$ cat src/rtl/redmule_tcdm_splitter.sv
// Splits one wide HCI-style TCDM stream into MP independent 32-bit narrow ports.
// Optional macro REDMULE_SPLIT_BE_SKIP_EN: ports with all-zero byte enables are skipped.
module redmule_tcdm_splitter #(
    parameter int unsigned MP      = 8,
    parameter int unsigned MAX_OUT = 2,
    parameter int unsigned AW      = 32
) (
    input  logic             clk_i,
    input  logic             rst_i,
    input  logic             wide_req_i,
    output logic             wide_gnt_o,
    input  logic [AW-1:0]    wide_add_i,
    input  logic             wide_wen_i,
    input  logic [MP*4-1:0]  wide_be_i,
    input  logic [MP*32-1:0] wide_data_i,
    output logic [MP*32-1:0] wide_r_data_o,
    output logic             wide_r_valid_o,
    output logic [MP-1:0]    tcdm_req_o,
    input  logic [MP-1:0]    tcdm_gnt_i,
    output logic [MP*AW-1:0] tcdm_add_o,
    output logic [MP-1:0]    tcdm_wen_o,
    output logic [MP*4-1:0]  tcdm_be_o,
    output logic [MP*32-1:0] tcdm_data_o,
    input  logic [MP*32-1:0] tcdm_r_data_i,
    input  logic [MP-1:0]    tcdm_r_valid_i,
    output logic             err_o
);

    localparam int unsigned CW = $clog2(MAX_OUT + 1);
    localparam int unsigned PW = (MAX_OUT > 1) ? $clog2(MAX_OUT) : 1;
    localparam int unsigned OW = $clog2(MAX_OUT + 2);
    localparam logic [CW-1:0] CntMax  = CW'(MAX_OUT);
    localparam logic [PW-1:0] PtrLast = PW'(MAX_OUT - 1);
    localparam logic [OW-1:0] OwedMax = '1;

    typedef enum logic {StIdle, StPartial} state_e;

    state_e        state_q, state_d;
    logic [MP-1:0] granted_q, granted_d;
    logic [CW-1:0] cnt_q, cnt_d;
    logic          err_q, err_d;

    logic [MP-1:0]    active, skip_head, nar_gnt, fifo_ne, push_err;
    logic [MP*32-1:0] heads;
    logic             has_room, done, abort;

    function automatic logic [PW-1:0] ptr_inc(input logic [PW-1:0] p);
        return (p == PtrLast) ? '0 : p + PW'(1);
    endfunction

    always_comb begin
        tcdm_add_o = '0;
        for (int k = 0; k < MP; k++) begin
            tcdm_add_o[k*AW +: AW] = wide_add_i + AW'(4 * k);
        end
    end

    assign tcdm_be_o   = wide_be_i;
    assign tcdm_data_o = wide_data_i;
    assign tcdm_wen_o  = {MP{wide_wen_i}};

`ifdef REDMULE_SPLIT_BE_SKIP_EN
    logic [MP-1:0] skip_mem_q [MAX_OUT];
    logic [PW-1:0] skip_wptr_q, skip_rptr_q;

    always_comb begin
        active = '0;
        for (int k = 0; k < MP; k++) begin
            active[k] = |wide_be_i[4*k +: 4];
        end
    end

    // Occupancy of the skip FIFO always equals cnt_q, so no separate counter.
    always_ff @(posedge clk_i or posedge rst_i) begin
        if (rst_i) begin
            for (int i = 0; i < MAX_OUT; i++) begin
                skip_mem_q[i] <= '0;
            end
            skip_wptr_q <= '0;
            skip_rptr_q <= '0;
        end else begin
            if (wide_gnt_o) begin
                skip_mem_q[skip_wptr_q] <= ~active;
                skip_wptr_q             <= ptr_inc(skip_wptr_q);
            end
            if (wide_r_valid_o) begin
                skip_rptr_q <= ptr_inc(skip_rptr_q);
            end
        end
    end

    assign skip_head = (cnt_q != '0) ? skip_mem_q[skip_rptr_q] : '0;
`else
    assign active    = '1;
    assign skip_head = '0;
`endif

    // Handshake outputs are forced low while reset is asserted.
    assign has_room       = cnt_q < CntMax;
    assign tcdm_req_o     = {MP{wide_req_i & has_room & ~rst_i}} & ~granted_q & active;
    assign nar_gnt        = tcdm_gnt_i & tcdm_req_o;
    assign done           = &(granted_q | nar_gnt | ~active);
    assign wide_gnt_o     = wide_req_i & has_room & done & ~rst_i;
    assign wide_r_valid_o = (cnt_q != '0) & (&(fifo_ne | skip_head));
    assign wide_r_data_o  = wide_r_valid_o ? heads : '0;
    assign abort          = (state_q == StPartial) & ~wide_req_i;
    assign err_o          = err_q;

    for (genvar k = 0; k < MP; k++) begin : g_port
        logic [31:0]   mem_q [MAX_OUT];
        logic [PW-1:0] wptr_q, rptr_q;
        logic [CW-1:0] fcnt_q;
        logic [OW-1:0] owed_q;
        logic          owed, full, push, pop, inc, dec;

        assign owed        = owed_q != '0;
        assign full        = fcnt_q == CntMax;
        assign push        = tcdm_r_valid_i[k] & owed & ~full;
        assign pop         = wide_r_valid_o & ~skip_head[k];
        assign dec         = tcdm_r_valid_i[k] & owed;
        assign inc         = nar_gnt[k] & ((owed_q != OwedMax) | dec);
        assign push_err[k] = tcdm_r_valid_i[k] & ~push;
        assign fifo_ne[k]  = fcnt_q != '0;
        assign heads[32*k +: 32] = skip_head[k] ? 32'h0 : mem_q[rptr_q];

        always_ff @(posedge clk_i or posedge rst_i) begin
            if (rst_i) begin
                for (int i = 0; i < MAX_OUT; i++) begin
                    mem_q[i] <= '0;
                end
                wptr_q <= '0;
                rptr_q <= '0;
                fcnt_q <= '0;
                owed_q <= '0;
            end else begin
                if (push) begin
                    mem_q[wptr_q] <= tcdm_r_data_i[32*k +: 32];
                    wptr_q        <= ptr_inc(wptr_q);
                end
                if (pop) begin
                    rptr_q <= ptr_inc(rptr_q);
                end
                case ({push, pop})
                    2'b10:   fcnt_q <= fcnt_q + CW'(1);
                    2'b01:   fcnt_q <= fcnt_q - CW'(1);
                    default: fcnt_q <= fcnt_q;
                endcase
                // An overflowing response still settles the beat it was owed for.
                case ({inc, dec})
                    2'b10:   owed_q <= owed_q + OW'(1);
                    2'b01:   owed_q <= owed_q - OW'(1);
                    default: owed_q <= owed_q;
                endcase
            end
        end
    end

    always_comb begin
        state_d   = state_q;
        granted_d = granted_q;
        err_d     = err_q | (|push_err);
        unique case (state_q)
            StIdle: begin
                if (!wide_gnt_o) begin
                    granted_d = granted_q | nar_gnt;
                    if (|nar_gnt) state_d = StPartial;
                end else begin
                    granted_d = '0;
                end
            end
            StPartial: begin
                if (wide_gnt_o) begin
                    granted_d = '0;
                    state_d   = StIdle;
                end else if (abort) begin
                    granted_d = '0;
                    err_d     = 1'b1;
                    state_d   = StIdle;
                end else begin
                    granted_d = granted_q | nar_gnt;
                end
            end
            default: state_d = StIdle;
        endcase
    end

    always_comb begin
        cnt_d = cnt_q;
        case ({wide_gnt_o, wide_r_valid_o})
            2'b10:   cnt_d = cnt_q + CW'(1);
            2'b01:   cnt_d = cnt_q - CW'(1);
            default: cnt_d = cnt_q;
        endcase
    end

    always_ff @(posedge clk_i or posedge rst_i) begin
        if (rst_i) begin
            state_q   <= StIdle;
            granted_q <= '0;
            cnt_q     <= '0;
            err_q     <= 1'b0;
        end else begin
            state_q   <= state_d;
            granted_q <= granted_d;
            cnt_q     <= cnt_d;
            err_q     <= err_d;
        end
    end

endmodule

$ cat config.mk
export PLATFORM = sky130hd
export DESIGN_NAME = redmule_tcdm_splitter
export DESIGN_NICKNAME = d
export VERILOG_FILES = /design/src/rtl/redmule_tcdm_splitter.sv
export SDC_FILE = /design/constraint.sdc
export NUM_CORES = 1
export LEC_CHECK = 0
export ABC_AREA = 1
export CORE_AREA = 8 8 540 542
export DETAILED_ROUTE_END_ITERATION = 10
export DIE_AREA = 0 0 548 550
export PLACE_DENSITY_LB_ADDON = 0.3
export SLEW_MARGIN = 20
export SYNTH_ARGS = -nofsm -noshare
export SYNTH_HDL_FRONTEND = slang
export SYNTH_SLANG_ARGS = --single-unit
export TNS_END_PERCENT = 20
$ cat constraint.sdc
create_clock -name clk_i -period 22.9 [get_ports clk_i]
set_clock_uncertainty 0.15 [all_clocks]
set_input_delay 2.29 -clock clk_i [delete_from_list [all_inputs] [get_ports clk_i]]
set_output_delay 2.29 -clock clk_i [all_outputs]
set_load 0.1 [all_outputs]
After elaboration in Yosys (flattened, before gate mapping) --
Cells that the tools add are included.
Storage, ports and cells: logic and storage cells 410, bits of input ports 596, register bits 572, output and inout port bits 819
Operators by class: equality and inequality tests 50, magnitude comparators 25, $add $sub $neg 57, bitwise gates (word level) 86, mux-type cells 94, reductions and logical operators 46
Operator list (count):
- $mux W32 | 32
- $bwmux W64 | 8
- $demux W32 S1 | 8
- $mux W256 | 1
- $add A32 B5 Y32 const B | 4
- $pmux W2 S2 | 17
- $reduce_bool A2 Y1 | 34
- $add A32 B4 Y32 const B | 2
- $eq A2 B2 Y1 const B | 25
- $and A1 B1 Y1 | 38
- $add A2 B1 Y2 const B | 17
- $eq A2 B1 Y1 const B | 17
- $sub A2 B1 Y2 const B | 17
- $add A32 B3 Y32 const B | 1
- $ge A2 B2 Y1 const B | 16
- $not A1 Y2 | 16
- $mux W8 | 3
- $mux W1 | 23
- $not A1 Y1 | 19
- $add A1 B1 Y1 const B | 16
- $and A8 B8 Y8 | 2
- $lt A2 B1 Y1 const B | 8
- $ne A2 B2 Y1 const B | 8
- $pmux W8 S2 | 1
- other kinds (8) | 25

Longest topological paths before layout --
Gate-level depths: netlist of the first run.
word-level depth 11, depth in mapped cells 11, depth with buffers taken out 10

Worst setup path after synthesis of the first run --
No wires, ideal clock.
path type input to output, from input rst_i, to output tcdm_req_o[0], cell stages on the path 4, arrival time 17.765 ns, path buffers 1, setup slack 2.695 ns, path through inv_1 > nand3_1 > buf_2 > nor2_1
On the way: cells in the longest elaborated chain, start to end 3
RTL lines:
- start: declaration | line 9 | input logic rst_i,
- $not A1 Y1 | line 100 | assign tcdm_req_o = {MP{wide_req_i & has_room & ~rst_i}} & ~granted_q & active;
- $and A1 B1 Y1 | line 100
- $and A8 B8 Y8 | line 100
- end: declaration | line 18 | output logic [MP-1:0] tcdm_req_o,
No other way between the ends.

Worst setup path in the final report of the first run --
from input wide_add_i[3], to output tcdm_add_o[188]
On the way: cells in the longest elaborated chain, start to end 1
RTL lines:
- start: declaration | line 12 | input logic [AW-1:0] wide_add_i,
- $add A32 B5 Y32 | line 54 | tcdm_add_o[k*AW +: AW] = wide_add_i + AW'(4 * k);
- end: declaration | line 20 | output logic [MP*AW-1:0] tcdm_add_o,
No other way between the ends.

==> parameters.txt, run 1 <==
Parameter                              Value

Status
  Status    complete, no violations

GRT
  Via count of the first global-routing pass    29000
  Wire length of the first global-routing pass    259000 um
  GR Overflow Total    0
  Overall routing resource usage    0.123
  Maximum number of pins on one net before global-route repair    138
  Antenna violations before repair    39

Timing
  Max-slew headroom at the worst pin    0.228
  Max Clock Freq    0.106 GHz
  Unrepaired setup endpoints after global routing    no
  Clock period minus worst slack    9.42 ns
  Final hold vios    0
  Actual transition at the worst max-transition pin    1.15 ns
  Setup Total Neg Slack    0 ns
  Final setup violation count    0
  Post-route fraction of the period consumed by the critical path    0.411
  Max-slew violation count    0

Drt
  Post-route DRC violation count    0
  Detail Route Antenna Nets    0
  Initial DRC Count    1642
  WL final    195000 um
  Pre-Repair DR Iteration Count    5
  Vias per cell    3.48
  Average wire per standard cell    23.4 um
  Vias after detailed routing    28900

Critical path
  Delay contributed by the slowest stage of the critical path    1.16 ns
  Worst Setup SP    wide_add_i[3]
  Cell chain of the critical path    clkdlybuf4s50_1, buf_4, ha_1, inv_1, o21ai_0, nand2_1, nor2_1, nand2_1, xor2_1, clkdlybuf4s50_1
  Worst-path maximum fanout    16
  WS Path Type    in -> out
  Count of buffer and inverter cells on the critical path    4
  Worst-path cell with the longest stage delay    sky130_fd_sc_hd__clkdlybuf4s50_1
  Critical path data arrival time    6.98 ns
  Required time of the critical path    20.46 ns
  Type of element capturing the critical path    output port
  Delay-heaviest family, CP    buffers and inverters
  Startpoint kind of the worst setup timing path    primary input
  R2R Path Start    g_port[7].fcnt_q[0]

Logic synthesis
  Fraction of the mapped netlist area in adder cells    0.00702
  Post-synthesis average cell area    7.82 um2
  Instance count of the mapped netlist    4098
  Count of synthesis-stage warnings from yosys    0
  Post-synthesis compound-gate area fraction    0.0960
  Unique cell type count in the Yosys netlist    40
  Synthesized-area fraction occupied by xor and xnor cells    0.0554
  Number of register bits inferred by synthesis    572
  Mapped Area    0.0321 mm2
  Simple-Gate Fraction of Synth Area    0.220
  Syn Nets    4712
  Portion of netlist area occupied by mux cells    0.0337
  Largest family of logic cells by synthesized area    simple AND/OR/NAND/NOR gates
  Part of the Yosys area used for sequential elements    0.446

Clock tree
  Buffer count from post-CTS setup fixing    0
  Cts hold-fix bufs    0
  CTS tree    done
  H-tree depth    3
  Number of buffers between clock root and the deepest sink    3
  Clock Latency Late Sink    0.65 ns
  Total number of clock tree sinks    572
  Gates resized, CTS repair    0
  Clk slew on worst S/H paths    0.05 ns
  Buffer type at the clock tree root    sky130_fd_sc_hd__clkbuf_16
  Total clock buffers created by CTS    72

Floorplanning
  Effective utilization at floorplan    0.113
  Chip Height    550 um
  Die Footprint    0.301 mm2
  Core Region    0.283 mm2
  Die Width    548 um
  Number of ports placed on the die boundary    1415
  Total number of placement rows    196

Finish
  Layout cells sized above 1    0.0829
  Final layout net count    5099
  Non-Filler Instances    8308
  Layout fillers    32200
  Area occupied by multi-input gates    0.0133 mm2
  Commonest non-fill, non-tap cells in the layout    sky130_fd_sc_hd__nand2_1 (1371), sky130_fd_sc_hd__clkdlybuf4s50_1 (786), sky130_fd_sc_hd__dfrtp_1 (569)
  Leading cell type in the layout, fill and taps excluded    sky130_fd_sc_hd__nand2_1
  Footprint of the flip-flops and latches    0.0143 mm2
  Syn-to-layout area delta    37.9%

Pwr
  Clk pwr share    0.436
  Pwr per Cell Area    59.0 mW/mm2
  Switching power    0.000808 W
  Internal power    0.00180 W
  IR drop worst, VDD    0.0000503 V
  Part of the total power dissipated in sequential elements    0.397
  Switching part of the total power    0.310
  Static Leak    19.3 nW
  Relative contribution of combinational cells to total power    0.167

Hold path
  Tightest Hold Check Type    reg -> reg
  Hold wc startpoint    g_port[0].mem_q[46]

Flow run
  Number of max-cap violations    0

Placement
  Post-detailed-placement half-perimeter wirelength    158000 um
  Placed cells    8172
  Port Buf Inserts    811
  GP Congestion    0.938
## per-stage QoR
step | power [W] | setup slack (ns) | utilization | area, um2 | hold WS, ns
after CTS | 0.00266 | 13.36 | 0.156 | 44200 | 0.322
final | 0.00261 | 13.48 | 0.156 | 44200 | 0.318
after global routing | 0.00271 | 13.35 | 0.156 | 44200 | 0.332
after floorplan | 0.00158 | 2.70 | - | 32100 | 0.292
after global placement | 0.00149 | 13.22 | 0.148 | 41800 | 0.303
after detailed placement | 0.00149 | 13.36 | 0.148 | 41900 | 0.308
## flip-flops by register name (all words and copies together), names as in the netlist
register       count
state_q            1
g_port.owed_q     16
g_port.rptr_q      8
g_port.wptr_q      8
err_o              1
cnt_q              2
granted_q          8
g_port.mem_q     512
g_port.fcnt_q     16
## cell families after synthesis
family                     Yosys count
and+or+nand+nor                   1794
DFF                                572
muxes                               96
xor gates and xnor gates           202
AOI/OAI and AO/OA                  602
buffers and inverters              814
adders and majority gates           18
## metal layers
metal  vias to the layer above  GRT usage  wire length [um]
met5                         -    0.00585               284
met1                     13800      0.119             64700
met2                      1571      0.215             95100
li1                      13200          -                 -
met4                        10     0.0497              8810
met3                       237     0.0698             25900
## final cells by class
class	count	share of cell area
Sequential cell	572	0.324
Multi-Input combinational cell	2712	0.302
Timing Repair Buffer	872	0.193
Tap cell	3762	0.107
Clock buffer	105	0.0465
Inverter	255	0.0219
Clock inverter	22	0.00563
Antenna cell	8	0.000453
## power groups by stage
| stage | Sequential [W] | Combinational [W] | Clock, W |
|---|---|---|---|
| floorplan | 0.00105 | 0.000530 | 0 |
| global placement | 0.00105 | 0.000440 | 0 |
| detailed placement | 0.00105 | 0.000439 | 0 |
| CTS | 0.00103 | 0.000440 | 0.00119 |
| global route | 0.00104 | 0.000454 | 0.00122 |
| finish | 0.00103 | 0.000435 | 0.00114 |
## cell usage after synthesis, drive strengths merged
library cell  count  area (um2)
o22ai             1        6.26
dfrtp           572       14300
clkinv            7        26.3
xor2            183        1610
o221ai            1        15.0
nor2            345        1380
ha               18         225
a211oi            1        12.5
or2               3        18.8
clkbuf          130         488
buf             429        3080
o21a              1        7.51
o21bai            5        37.5
a21oi           283        1420
nand2          1385        5250
nand3            30         163
nor3b             1        7.51
a32oi             8        70.1
o21ai           301        1510
nand4             5        31.3
mux2             96        1080
nor3             25         214
xnor2            19         166
inv             248         936
o211ai            1        7.51
## worst reg2reg max path: cells and delay by family (launching register included)
family | cells | cell delay, ns
and+or+nand+nor | 4 | 0.93
AOI/OAI and AO/OA | 2 | 0.23
xor gates and xnor gates | 1 | 0.15
adders and majority gates | 1 | 0.43
buffers and inverters | 2 | 1.02
DFF | 1 | 0.46
## worst paths after layout
kind / to / slack (ns) / cells past startpoint
setup / recovery: tcdm_add_o[188] / 13.48 / 10
hold / removal: g_port[0].mem_q[46] / 0.32 / 2
setup reg to reg: g_port[1].fcnt_q[1] / 19.40 / 10
hold reg to reg: g_port[0].mem_q[46] / 0.32 / 2
max in group asynchronous: g_port[2].mem_q[56] / 17.92 / 5
min in group asynchronous: g_port[6].mem_q[56] / 1.97 / 2
Power figures use the tool's default switching activity.
==> run 2: changes to the inputs <==
- clock period: 22.9 -> 9.5 ns (I/O delays scaled with it)
==> run 2 against run 1 <==
Global-route usage is 0.30 points lower. Register-to-register slack worse by 14 ns. Clock-buffer cell count stayed put. Die area unchanged. Sequential cell count unchanged. First-iteration DRC count grew 9.3%. Via count decreased by 1.5%. Sequential share of layout area shrank 0.12 points. Critical path type unchanged.
==> parameters.txt, run 2 (same netlist as run 1, synthesis figures left out) <==
Parameter                              Value

Finish
  Biggest regs    g_port.mem_q x512, g_port.fcnt_q x16, g_port.owed_q x16
  Layout cells sized above 1    0.0838 (+0.000918)
  Commonest non-fill, non-tap cells in the layout    sky130_fd_sc_hd__nand2_1 (1371), sky130_fd_sc_hd__clkdlybuf4s50_1 (786), sky130_fd_sc_hd__dfrtp_1 (569)
  Leading cell type in the layout, fill and taps excluded    sky130_fd_sc_hd__nand2_1
  Number of flip-flops under the largest register name    512 (unchanged)
  Area occupied by multi-input gates    0.0133 mm2 (about the same)
  Cell area after layout    0.0444 mm2 (+0.39%)
  Final layout net count    5098 (-0.020%)
  Footprint of the flip-flops and latches    0.0143 mm2 (unchanged)
  Layout fillers    32000 (-0.53%)
  Syn-to-layout area delta    38.4%
  Post-layout utilization of the core    0.157 (+0.000601)
  Register with the most flip-flops    g_port.mem_q
  Non-Filler Instances    8310 (+0.024%)

Clock tree
  CTS tree    done
  Gates resized, CTS repair    0 (unchanged)
  Total clock buffers created by CTS    73 (+1.4%)
  Buffer type at the clock tree root    sky130_fd_sc_hd__clkbuf_16
  Total number of clock tree sinks    572 (unchanged)
  H-tree depth    3 (unchanged)
  Buffer count from post-CTS setup fixing    0 (unchanged)
  Clk slew on worst S/H paths    0.06 ns (about the same)
  Cts hold-fix bufs    0 (unchanged)
  Clock Latency Late Sink    0.66 ns (about the same)
  Number of buffers between clock root and the deepest sink    3 (unchanged)

Drt
  Post-route DRC violation count    0 (unchanged)
  Vias per cell    3.42 (-1.5%)
  Pre-Repair DR Iteration Count    5 (unchanged)
  Detail Route Antenna Nets    0 (unchanged)
  Average wire per standard cell    22.8 um (-2.6%)
  Vias after detailed routing    28400 (-1.5%)
  WL final    190000 um (-2.6%)
  Initial DRC Count    1794 (+9.3%)

Critical path
  Startpoint kind of the worst setup timing path    primary input
  Cell chain of the critical path    clkdlybuf4s50_1, buf_4, inv_1, ha_1, o21ai_1, nand2_1, nor2_2, nand2_1, nor2_1, xor2_1, clkdlybuf4s50_1
  R2R Path Start    g_port[7].fcnt_q[0]
  Type of element capturing the critical path    output port
  Critical path data arrival time    5.55 ns (-1.43 ns)
  Endpoint of the lowest-slack register-to-register path    g_port[7].fcnt_q[1]
  Delay contributed by the slowest stage of the critical path    1.18 ns (+0.02 ns)
  FF-to-FF path depth    10 (unchanged)
  WS Path Type    in -> out
  Count of buffer and inverter cells on the critical path    4 (unchanged)
  Worst R2R Setup Slack    5.77 ns (-13.63 ns)
  Worst Setup SP    wide_add_i[3]
  Worst-path maximum fanout    14 (-2)
  Required time of the critical path    8.40 ns (-12.06 ns)
  Worst-path cell with the longest stage delay    sky130_fd_sc_hd__clkdlybuf4s50_1
  Delay-heaviest family, CP    buffers and inverters

Timing
  Post-route fraction of the period consumed by the critical path    0.700
  Final hold vios    0 (unchanged)
  Max Clock Freq    0.150 GHz
  Unrepaired setup endpoints after global routing    no
  Actual transition at the worst max-transition pin    1.18 ns (+0.0222 ns)
  Clock period minus worst slack    6.65 ns
  Final setup violation count    0 (unchanged)
  Max-slew headroom at the worst pin    0.213 (-0.0148)
  Worst Setup Slack, final    2.85 ns (-10.64 ns)
  Max-slew violation count    0 (unchanged)

Hold path
  Tightest Hold Check Type    reg -> reg
  Capture endpoint of the worst hold path    g_port[2].mem_q[49]
  Hold wc startpoint    g_port[2].mem_q[49]
  Number of instances on the worst hold path    2 (unchanged)

Floorplanning
  Chip Height    550 um (unchanged)
  Number of ports placed on the die boundary    1415 (unchanged)
  Total number of placement rows    196 (unchanged)
  Core Region    0.283 mm2 (unchanged)
  Die Width    548 um (unchanged)
  Effective utilization at floorplan    0.113 (unchanged)
  Die Footprint    0.301 mm2 (unchanged)

Flow run
  Number of max-cap violations    0 (unchanged)

Pwr
  IR drop worst, VDD    0.000111 V (+120%)
  Pwr per Cell Area    145 mW/mm2 (+150%)
  Total Power Consumption    0.00642 W (+150%)
  Static Leak    19.4 nW (+0.46%)

Placement
  Placed cells    8169 (-0.037%)
  Cell area after placement    0.0418 mm2 (about the same)
  Port Buf Inserts    811 (unchanged)
  Post-detailed-placement half-perimeter wirelength    153000 um (-2.8%)
  Worst slack after detailed placement    2.68 ns (-10.67 ns)
  GP Congestion    0.888 (-5.4%)

Status
  Status    complete, no violations

GRT
  Overall routing resource usage    0.120 (-0.00302)
  Wire length of the first global-routing pass    254000 um (-2.2%)
  Antenna violations before repair    40 (+2.6%)
  Maximum number of pins on one net before global-route repair    145 (+5.1%)
  Via count of the first global-routing pass    29000 (-0.13%)
  GR Overflow Total    0 (unchanged)
run 2: changes by cell type in the layout (fill, tap and decap cells not counted), sizes merged:
cell | previous run | this run
clkinvlp | 3 | 2
bufinv | 3 | 6
buf | 86 | 84
diode | 8 | 12
clkinv | 19 | 14
inv | 252 | 255
run 2: worst reg2reg max path: stages (launching register included):
cell and delay (ns):
sky130_fd_sc_hd__dfrtp_1 0.45, sky130_fd_sc_hd__nor2_1 0.08, sky130_fd_sc_hd__nor3_1 0.19, sky130_fd_sc_hd__nor3b_1 0.36, sky130_fd_sc_hd__nand2_4 0.36, sky130_fd_sc_hd__buf_4 0.45
sky130_fd_sc_hd__inv_2 0.73, sky130_fd_sc_hd__ha_1 0.43, sky130_fd_sc_hd__a21oi_1 0.13, sky130_fd_sc_hd__o21ai_0 0.12, sky130_fd_sc_hd__xor2_1 0.15
run 2: worst max-delay path by stage:
stage	end	slack, ns	cells after the start
final	tcdm_add_o[248]	2.85	11
after global routing	tcdm_add_o[248]	2.65	11
after CTS	tcdm_add_o[248]	2.68	11
after detailed placement	tcdm_add_o[248]	2.68	11
after global placement	tcdm_add_o[184]	2.78	10
after floorplan	wide_gnt_o	-3.06	8
run 2: layout make-up:
type                    count  area share
flip-flops and latches    572       0.323
multi-input cells        2712       0.300
repair buffers            870       0.193
well taps                3762       0.106
clock buffers             105      0.0480
inverters                 255      0.0219
clock inverters            22     0.00716
diodes                     12    0.000677
run 2: stage by stage:
step,TNS (ns),hold slack [ns]
floorplan,-90.93,0.292
global placement,0,0.303
CTS,0,0.322
global route,0,0.335
finish,0,0.318
detailed placement,0,0.308
run 2: report_power, final:
part | switching, W | total [W] | internal, W
Combinational | 0.000767 | 0.00104 | 0.000273
Sequential | 0.0000176 | 0.00249 | 0.00248
Clock | 0.00116 | 0.00289 | 0.00173
run 2: layer usage:
layer	vias to the layer above	routed length, um	track usage
li1	13200	-	-
met1	13500	61600	0.112
met2	1470	94700	0.215
met3	243	26000	0.0716
met4	18	7120	0.0412
met5	-	259	0.00348
==> run 3: changes to the inputs <==
- clock period: 9.5 -> 6.4 ns (I/O delays scaled with it)
==> run 3 against run 2 <==
Sequential power grew 49%. Global-route usage rose by 0.74 points. Clock power rose by 48%. Critical path type is now reg -> out. Cell count increased by 0.23%. Core utilization fell by 0.076 points. Highest routed layer unchanged. Die area unchanged. Sequential cell count is the same.
==> parameters.txt, run 3 (same netlist as run 1, synthesis figures left out) <==
Parameter                              Value

Placement
  GP Congestion    0.952 (+7.3%)
  Post-detailed-placement half-perimeter wirelength    164000 um (+6.8%)
  Port Buf Inserts    811 (unchanged)
  Cell area after placement    0.0416 mm2 (-0.60%)

Clock tree
  CTS tree    done
  Cts hold-fix bufs    0 (unchanged)
  Total number of clock tree sinks    572 (unchanged)
  Buffer type at the clock tree root    sky130_fd_sc_hd__clkbuf_16
  Gates resized, CTS repair    0 (unchanged)
  Clk slew on worst S/H paths    0.06 ns (about the same)
  Number of buffers between clock root and the deepest sink    3 (unchanged)
  Clock Latency Late Sink    0.66 ns (about the same)
  H-tree depth    3 (unchanged)
  Buffer count from post-CTS setup fixing    0 (unchanged)
  Total clock buffers created by CTS    73 (unchanged)

Hold path
  Tightest Hold Check Type    reg -> reg

Critical path
  Critical path data arrival time    4.64 ns (-0.91 ns)
  Cell chain of the critical path    nor2_1, nor3_1, nor3b_1, nand2_4, a21oi_1, clkdlybuf4s50_1
  Delay contributed by the slowest stage of the critical path    1.32 ns (+0.14 ns)
  Worst-path cell with the longest stage delay    sky130_fd_sc_hd__clkdlybuf4s50_1
  WS Path Type    reg -> out
  Type of element capturing the critical path    output port
  Required time of the critical path    5.61 ns (-2.79 ns)
  Startpoint kind of the worst setup timing path    flop
  Worst-path maximum fanout    36 (+22)

Drt
  Initial DRC Count    1653 (-7.9%)
  Average wire per standard cell    24.2 um (+6.1%)
  Post-route DRC violation count    0 (unchanged)
  Detail Route Antenna Nets    0 (unchanged)
  WL final    202000 um (+6.3%)
  Vias per cell    3.50 (+2.3%)
  Pre-Repair DR Iteration Count    6 (+1)
  Vias after detailed routing    29200 (+2.5%)

Timing
  Final hold vios    0 (unchanged)
  Post-route fraction of the period consumed by the critical path    0.848
  Clock period minus worst slack    5.43 ns
  Max-slew violation count    0 (unchanged)
  Unrepaired setup endpoints after global routing    no
  Max Clock Freq    0.184 GHz
  Actual transition at the worst max-transition pin    1.15 ns (-0.0237 ns)
  Setup Total Neg Slack    0 ns (unchanged)
  Final setup violation count    0 (unchanged)
  Max-slew headroom at the worst pin    0.229 (+0.0158)

Pwr
  IR drop worst, VDD    0.000172 V (+55%)
  Pwr per Cell Area    216 mW/mm2 (+49%)
  Static Leak    19.6 nW (+1.1%)

Floorplanning
  Chip Height    550 um (unchanged)
  Core Region    0.283 mm2 (unchanged)
  Number of ports placed on the die boundary    1415 (unchanged)
  Die Footprint    0.301 mm2 (unchanged)
  Die Width    548 um (unchanged)
  Total number of placement rows    196 (unchanged)
  Effective utilization at floorplan    0.113 (unchanged)

GRT
  GR Overflow Total    0 (unchanged)
  Wire length of the first global-routing pass    267000 um (+5.3%)
  Overall routing resource usage    0.127 (+0.00739)
  Antenna violations before repair    43 (+7.5%)
  Via count of the first global-routing pass    29600 (+2.4%)
  Maximum number of pins on one net before global-route repair    163 (+12%)

Finish
  Syn-to-layout area delta    37.7%
  Layout cells sized above 1    0.122 (+0.0381)
  Commonest non-fill, non-tap cells in the layout    sky130_fd_sc_hd__nand2_1 (1371), sky130_fd_sc_hd__clkdlybuf4s50_1 (624), sky130_fd_sc_hd__dfrtp_1 (569)
  Final layout net count    5104 (+0.12%)
  Register with the most flip-flops    g_port.mem_q
  Number of flip-flops under the largest register name    512 (unchanged)
  Leading cell type in the layout, fill and taps excluded    sky130_fd_sc_hd__nand2_1
  Biggest regs    g_port.mem_q x512, g_port.fcnt_q x16, g_port.owed_q x16
  Cell area after layout    0.0441 mm2 (-0.49%)

Flow run
  Number of max-cap violations    0 (unchanged)

Status
  Status    complete, no violations
run 3: cell count changes in the layout (fill, tap and decap cells not counted), moves of 2 or more:
cell / change
sky130_fd_sc_hd__clkbuf_8: +6
sky130_fd_sc_hd__clkdlybuf4s50_1: -162
sky130_fd_sc_hd__bufinv_16: -2
sky130_fd_sc_hd__clkinvlp_4: +3
sky130_fd_sc_hd__clkinv_2: -3
sky130_fd_sc_hd__buf_12: +9
sky130_fd_sc_hd__inv_1: -2
sky130_fd_sc_hd__diode_2: +8
sky130_fd_sc_hd__buf_2: -3
sky130_fd_sc_hd__buf_4: +163
run 3: final timing paths:
kind	end	depth (start not counted)	start	slack [ns]
max	wide_r_data_o[96]	6	g_port[4].fcnt_q[0]	0.97
min	g_port[0].mem_q[50]	2	g_port[0].mem_q[50]	0.32
max reg2reg	cnt_q[1]	11	g_port[4].fcnt_q[0]	2.80
min reg2reg	g_port[0].mem_q[50]	2	g_port[0].mem_q[50]	0.32
max in group asynchronous	g_port[7].mem_q[26]	4	rst_i	3.89
min in group asynchronous	g_port[2].mem_q[18]	3	rst_i	0.62
run 3: where the power goes:
part / leakage (nW) / switching, W / internal [W] / total (W)
Combinational: 11.0 / 0.00116 / 0.000390 / 0.00156
Sequential: 7.40 / 0.0000265 / 0.00367 / 0.00370
Clock: 1.20 / 0.00175 / 0.00254 / 0.00429
Total: 19.6 / 0.00294 / 0.00660 / 0.00954
run 3: metal layers:
| layer | global-route usage | part of all wire |
|---|---|---|
| met1 | 0.121 | 0.33 |
| met2 | 0.223 | 0.49 |
| met3 | 0.0744 | 0.13 |
| met4 | 0.0539 | 0.045 |
| met5 | 0.00427 | 0.0016 |
run 3: cell type report:
type / count / area, um2
timing repair buffer: 876 / 8310
clock buffer: 110 / 2190
multi-input combinational: 2712 / 13300
sequential: 572 / 14300
clock inverter: 22 / 279
inverter: 255 / 971
fill: 32100 / 239000
tap: 3762 / 4710
antenna: 20 / 50.0
run 3: per-stage QoR:
| step | hold slack, ns | setup slack (ns) | power, W | utilization | instances |
|---|---|---|---|---|---|
| after global placement | 0.303 | 1.03 | 0.00533 | 0.147 | 8175 |
| after global routing | 0.335 | 0.756 | 0.00992 | 0.156 | 8320 |
| after CTS | 0.305 | 0.825 | 0.00975 | 0.156 | 8307 |
| after detailed placement | 0.308 | 1.11 | 0.00534 | 0.147 | 8175 |
| final | 0.318 | 0.971 | 0.00954 | 0.156 | 8329 |
| after floorplan | 0.292 | -5.54 | 0.00566 | - | 4098 |
run 3: critical path, delay by kind of cell (launching register included):
kind,cells,cell delay (ns)
buf+inv,1,1.32
simple gates,4,1.09
flops,1,0.42
compound gates,1,1.07
